**src/rtl/fifo_pkg.sv**
```systemverilog
// Shared FIFO pointer definitions, used by both the read-side and write-side pointer blocks.
package fifo_pkg;

    localparam int ADDR_W = 7;
    localparam int PTR_W  = 8;

    function automatic logic [PTR_W-1:0] bin2gray(input logic [PTR_W-1:0] i_bin);
        return i_bin ^ (i_bin >> 1);
    endfunction

endpackage

```
**src/rtl/gray2bin.sv**
```systemverilog
// Combinational Gray-to-binary converter: each binary bit is the XOR of all Gray bits at or above it.
module gray2bin #(
    parameter int W = 8
) (
    input  logic [W-1:0] i_gray,
    output logic [W-1:0] o_bin
);

    always_comb begin
        o_bin = '0;
        for (int i = 0; i < W; i++) begin
            o_bin[i] = ^(i_gray >> i);
        end
    end

endmodule

```
**src/rtl/rd_ptr_empty.sv**
```systemverilog
// Read-side pointer and empty-flag block of an asynchronous FIFO.
// Optional occupancy / almost-empty outputs are compiled in with macro RD_OCC_EN.
module rd_ptr_empty
    import fifo_pkg::*;
#(
    parameter int AE_THRESH = 4
) (
    input  logic              r_clk,
    input  logic              rst,
    input  logic              r_enable,
    input  logic [PTR_W-1:0]  w_count_sync,
    output logic [PTR_W-1:0]  r_count,
    output logic [ADDR_W-1:0] r_addr,
    output logic              empty,
`ifdef RD_OCC_EN
    output logic              underflow,
    output logic [PTR_W-1:0]  rd_occ,
    output logic              almost_empty
`else
    output logic              underflow
`endif
);

    if (AE_THRESH < 0 || AE_THRESH > 127) begin : g_bad_thresh
        $error("rd_ptr_empty: AE_THRESH out of range 0..127");
    end

    logic [PTR_W-1:0] r_bin;
    logic             w_pop;
    logic [PTR_W-1:0] w_bin_next;
    logic [PTR_W-1:0] w_gray_next;

    // Popping is gated by the registered empty flag, so a request while empty is dropped.
    assign w_pop       = r_enable & ~empty;
    assign w_bin_next  = r_bin + PTR_W'(w_pop);
    assign w_gray_next = bin2gray(w_bin_next);

    always_ff @(posedge r_clk) begin
        if (rst) begin
            r_bin     <= '0;
            r_count   <= '0;
            r_addr    <= '0;
            empty     <= 1'b1;
            underflow <= 1'b0;
        end else begin
            r_bin     <= w_bin_next;
            r_count   <= w_gray_next;
            r_addr    <= w_bin_next[ADDR_W-1:0];
            empty     <= (w_gray_next == w_count_sync);
            if (r_enable && empty) begin
                underflow <= 1'b1;
            end
        end
    end

`ifdef RD_OCC_EN
    localparam logic [PTR_W-1:0] AE_T = PTR_W'(AE_THRESH);

    logic [PTR_W-1:0] w_wr_bin;
    logic [PTR_W-1:0] w_occ_next;

    gray2bin #(
        .W (PTR_W)
    ) u_gray2bin (
        .i_gray (w_count_sync),
        .o_bin  (w_wr_bin)
    );

    assign w_occ_next = w_wr_bin - w_bin_next;

    always_ff @(posedge r_clk) begin
        if (rst) begin
            rd_occ       <= '0;
            almost_empty <= 1'b1;
        end else begin
            rd_occ       <= w_occ_next;
            almost_empty <= (w_occ_next <= AE_T);
        end
    end
`endif

endmodule
```
**config.mk**
```make
export PLATFORM = sky130hd
export DESIGN_NAME = rd_ptr_empty
export DESIGN_NICKNAME = d
export VERILOG_FILES = /design/src/rtl/fifo_pkg.sv /design/src/rtl/gray2bin.sv /design/src/rtl/rd_ptr_empty.sv
export SDC_FILE = /design/constraint.sdc
export NUM_CORES = 1
export LEC_CHECK = 0
export BUFFER_PORTS_ARGS = -buffer_cell sky130_fd_sc_hd__buf_4
export CORE_AREA = 3 3 52 54
export DETAILED_ROUTE_END_ITERATION = 7
export DIE_AREA = 0 0 55 57
export GPL_ROUTABILITY_DRIVEN = 0
export GPL_TIMING_DRIVEN = 0
export PLACE_DENSITY = 0.68
export SYNTH_ARGS = -nofsm -noshare
export SYNTH_HDL_FRONTEND = slang
export SYNTH_SLANG_ARGS = --single-unit
export TNS_END_PERCENT = 50
```
**constraint.sdc**
```tcl
create_clock -name r_clk -period 3.09 [get_ports r_clk]
set_input_delay 0.4635 -clock r_clk [delete_from_list [all_inputs] [get_ports r_clk]]
set_output_delay 0.4635 -clock r_clk [all_outputs]
set_load 0.02 [all_outputs]
```
# --- After elaboration in Yosys (flattened, before gate mapping) ---
# Index checks and enable logic that the tools add are counted.
classes:
  n_addsub: 1
  mul: 0
  div_mod_pow: 0
  magnitude_cmp: 0
  n_eq_ne: 1
  shift: 0
  muxes: 0
  bitwise_logic: 3
  n_reduce_logical: 1
ops:
  columns: ["op", "n"]
  rows:
  - ["8-bit by 1-bit adder with 8-bit output", 1]
  - ["8-bit == test", 1]
  - ["8-bit by 7-bit XOR with 8-bit output", 1]
  - ["1-bit bitwise AND", 1]
  - ["1-bit logical AND", 1]
  - ["1-bit NOT", 1]
totals:
  reg_bits: 25
  latch_bits: 0
  mem_bits_rw: 0
  romBits: 0
  in_bits: 11
  out_inout_bits: 17
  word_cells: 11
  n_memories: 0

# --- Depth between registers and ports, before layout ---
logic_depth:
  ltp_word: 5
  depth_mapped: 8
  ltp_nobuf: 7

# --- Least setup slack after synthesis ---
# OpenSTA, ideal clock, no wires.
synth_path:
  kind: "input-to-reg"
  startpoint: "input port r_enable"
  endpoint: "register empty"
  setup_time_ns: 0.096
  t_arrival_ns: 1.926
  required_time_ns: 2.994
  setup_slack_ns: 1.068
  path_stages: 8
  path_buffers: 1
  path_cell_list: "nor2b_1 ha_1 clkbuf_8 xnor3_2 xnor2_1 nor2_1 o211ai_1 o41ai_2"
synth_between:
  elab_chain_len: 4
synth_rtl:
  columns: ["element", "line", "rtl"]
  rows:
  - ["start: declaration", "rd_ptr_empty.sv:10", "input logic r_enable,"]
  - ["1-bit bitwise AND", "rd_ptr_empty.sv:34", "assign w_pop = r_enable & ~empty;"]
  - ["8-bit by 1-bit adder with 8-bit output", "rd_ptr_empty.sv:35", "assign w_bin_next = r_bin + PTR_W'(w_pop);"]
  - ["8-bit by 7-bit XOR with 8-bit output", "fifo_pkg.sv:8", "return i_bin ^ (i_bin >> 1);"]
  - ["8-bit == test", "rd_ptr_empty.sv:49", "empty <= (w_gray_next == w_count_sync);"]
  - ["end signal: assignment", "rd_ptr_empty.sv:49", null]
  - ["end: declaration", "rd_ptr_empty.sv:14", "output logic empty,"]
# No other way between the ends.
# A chain may end at the register's enable or synchronous reset.

# --- Worst setup path in the final report ---
layout_path:
  startpoint: "register empty"
  endpoint: "register empty"
layout_between:
  elab_chain_len: 5
layout_rtl:
  columns: ["element", "line"]
  rows:
  - ["1-bit NOT", "rd_ptr_empty.sv:34"]
  - ["1-bit bitwise AND", "rd_ptr_empty.sv:34"]
  - ["8-bit by 1-bit adder with 8-bit output", "rd_ptr_empty.sv:35"]
  - ["8-bit by 7-bit XOR with 8-bit output", "fifo_pkg.sv:8"]
  - ["8-bit == test", "rd_ptr_empty.sv:49"]
# No other way between the ends.

==> impl_metrics.csv <==
group,metric,value,unit
global_routing,grt_max_degree,11,
global_routing,antenna_found_initial,0,
pwr,p_leak,0.565,nW
pwr,p_int,0.311,mW
sta,maxSlewHeadroom,69.7,%
yosys,yosys_warnings,0,
floorplan,fp-row-count,17,
routing,wl_per_cell,12.1,um
yosys,synthTopCellsByArea,"dfxtp_1 33%, xnor2_1 13%, nor2_1 7.0%",
pwr,swShare,25.7,%
sta,hold_viol_final,0,
floorplan,die_h,57,um
yosys,yosysSeqAreaShare,33.3,%
clock_network,cts_buffers,3,
cells_and_area,diodes,0,
hold_path,min_path_cells,2,
pwr,p_sw,0.108,mW
floorplan,start_util,45.3,%
routing,drc,0,
pwr,combPwrFrac,17.1,%
critical_path,cp.buffers_inverters,0,
critical_path,worstPathRequired,3300,ps
critical_path,arrival,2210,ps
clock_network,cts_setup_buffers,0,
placed_design,io_buffers,26,
clock_network,cts_root_buffer,"clkbuf_4",
yosys,async_flop_share,0,%
critical_path,critPathKind,"reg -> reg",
yosys,synth-seq-cells,17,
hold_path,hold_end,"r_addr[1]",
floorplan,fp.dieW,55,um
critical_path,critPathSlowestCell,"xor2_1",
yosys,ys_top_cells_by_count,"19 x nor2_1, 17 x dfxtp_1, 15 x xnor2_1",
routing,drtAntennaViolNets,0,
sta,setup_violations,0,
yosys,synth_top_area_cell,"dfxtp_1",
clock_network,cts.path.max_buffers,2,
hold_path,hold_path.class,"in -> reg",
critical_path,critPathMaxFanout,8,
critical_path,timing.rr.start,"empty",
sta,drv_slew,0,
hold_path,min-delay-start,"rst",
yosys,synth_nets,116,
pwr,clkPwrFrac,28.6,%
outcome,outcome,"finished clean",
yosys,synth_edf_count,0,
critical_path,worstPathCellList,"nor2b_1, ha_1, nand4_1, xor2_1, and2_1, a221oi_2, o41ai_2",
critical_path,r2r-end,"empty",
sta,finalCritPeriodShare,64.9,%
cells_and_area,nNetsFinal,147,
critical_path,startpoint_type,"flip-flop",
clock_network,post_cts_resized,0,
global_routing,grt_pass1_wl,3.19,mm
run,cap_violations,0,
global_routing,grt_pass1_vias,735,
clock_network,worst_skew_pair.late_latency,290,ps
routing,first_iter_violations,7,
yosys,synth.cell_area,1020,um^2
routing,via_per_inst,4.79,
cells_and_area,final_layout_size_suffix_gt1_share,34.6,%
clock_network,cts_max_level,1,
critical_path,cp_slowest_stage_delay,370,ps
critical_path,cp-end-kind,"flip-flop",
clock_network,ctsHoldBuffers,0,
floorplan,ios,28,
floorplan,core,2250,um^2
pwr,power_frac_seq,54.3,%
sta,totalNegativeSetupSlack,0,ps
critical_path,r2r_cells,7,
global_routing,grtUsageTotal,13.8,%
yosys,synthCells,103,
pwr,power_density,327,nW/um^2
sta,clock-skew-final,0.993,ps
floorplan,dieArea,3140,um^2
global_routing,overflow,0,
sta,rsz0062_at_grt,"false",
placed_design,place_hpwl,1.46,mm
sta,fmaxAchievable,499,MHz
routing,via_count,771,
cells_and_area,utilization,56.8,%
clock_network,clkTransAtPathRegs,100,ps
clock_network,cts_tree,"built",
cells_and_area,area_delta_synth_final,25.2,%
yosys,syn_avg_cell_area,9.92,um^2
sta,tightest_slew,454,ps
yosys,synth_top_area_share,33.3,%
critical_path,crit_family,"simple AND/OR/NAND/NOR gates",
routing,dr.pass1.iters,4,
pwr,vdd_drop_max,0.242,mV
yosys,yosysMostFrequentCell,"nor2_1",
routing,drt_wl_total,1.94,mm
yosys,ys_types,35,
critical_path,rrSetupSlack,1090,ps
clock_network,cts.sinks,17,
yosys,yosys_most_used_dff,"dfxtp_1",
sta,min_period,2000,ps
routing by layer:
metal	vias to the layer above	global-route usage (%)	share of wire (%)
li1	408	-	-
met2	22	20.9	49
met5	-	0	0
met1	337	18.2	43
met3	4	3.39	6.6
met4	0	6.25	1.2
area by class of cell:
class / count / area, um^2
buffer: 7 / 78.8
clock buffer: 3 / 22.5
clock inverter: 1 / 5.00
fill: 224 / 975
inverter: 2 / 7.51
multi-input combinational: 77 / 596
sequential: 17 / 340
tap: 28 / 35.0
timing repair buffer: 26 / 195
cells by family after synthesis:
logic type | Yosys count | share of synthesized area (%)
AO/OA/AOI/OAI | 13 | 11.8
AND/OR/NAND/NOR | 39 | 21.4
buffers and inverters | 9 | 8.45
adder cells (fa/ha/maj) | 2 | 2.45
XOR/XNOR | 23 | 22.6
flip-flops | 17 | 33.3
power by group through the flow:
| stage | combinational, mW | clock [mW] | sequential, mW |
|---|---|---|---|
| after floorplan | 0.0393 | 0 | 0.239 |
| after global placement | 0.0701 | 0 | 0.232 |
| after detailed placement | 0.0718 | 0 | 0.232 |
| after CTS | 0.0731 | 0.127 | 0.227 |
| after global routing | 0.0772 | 0.133 | 0.228 |
| final | 0.0714 | 0.120 | 0.227 |
placed cells by master (no fill, tap or decap), types with 4 or more instances in the layout:
master / instances
buf_4: 26
nor2_1: 19
dfxtp_1: 17
xnor2_1: 15
xor2_1: 6
nor2b_1: 4
sequential cells by signal, summed over array words and instances (netlist names):
register	cells
r_count	8
empty	1
underflow	1
r_bin	1
r_addr	6
worst max path at each step:
stage | start | cells after the start | endpoint
after floorplan | r_enable | 8 | empty
after global placement | r_enable | 8 | empty
after detailed placement | r_enable | 8 | empty
after CTS | empty | 7 | empty
after global routing | empty | 7 | empty
final | empty | 7 | empty
worst register-to-register path, delay by kind of cell, from the launching register on:
family          cells  cell delay [ps]
flops               1              340
fa+ha+maj           1              330
simple gates        3              550
xor+xnor            1              370
compound gates      2              340
per-stage QoR:
step	hold slack, ps	total power [mW]	instances	cell area [um^2]	setup WS, ps
after floorplan	569	0.279	103	1020	1070
after global placement	451	0.302	157	1250	827
after detailed placement	485	0.304	157	1250	823
after CTS	351	0.427	161	1280	1050
after global routing	341	0.438	161	1280	810
final	355	0.418	161	1280	1090
No activity file was read; power rests on OpenSTA's default activity.
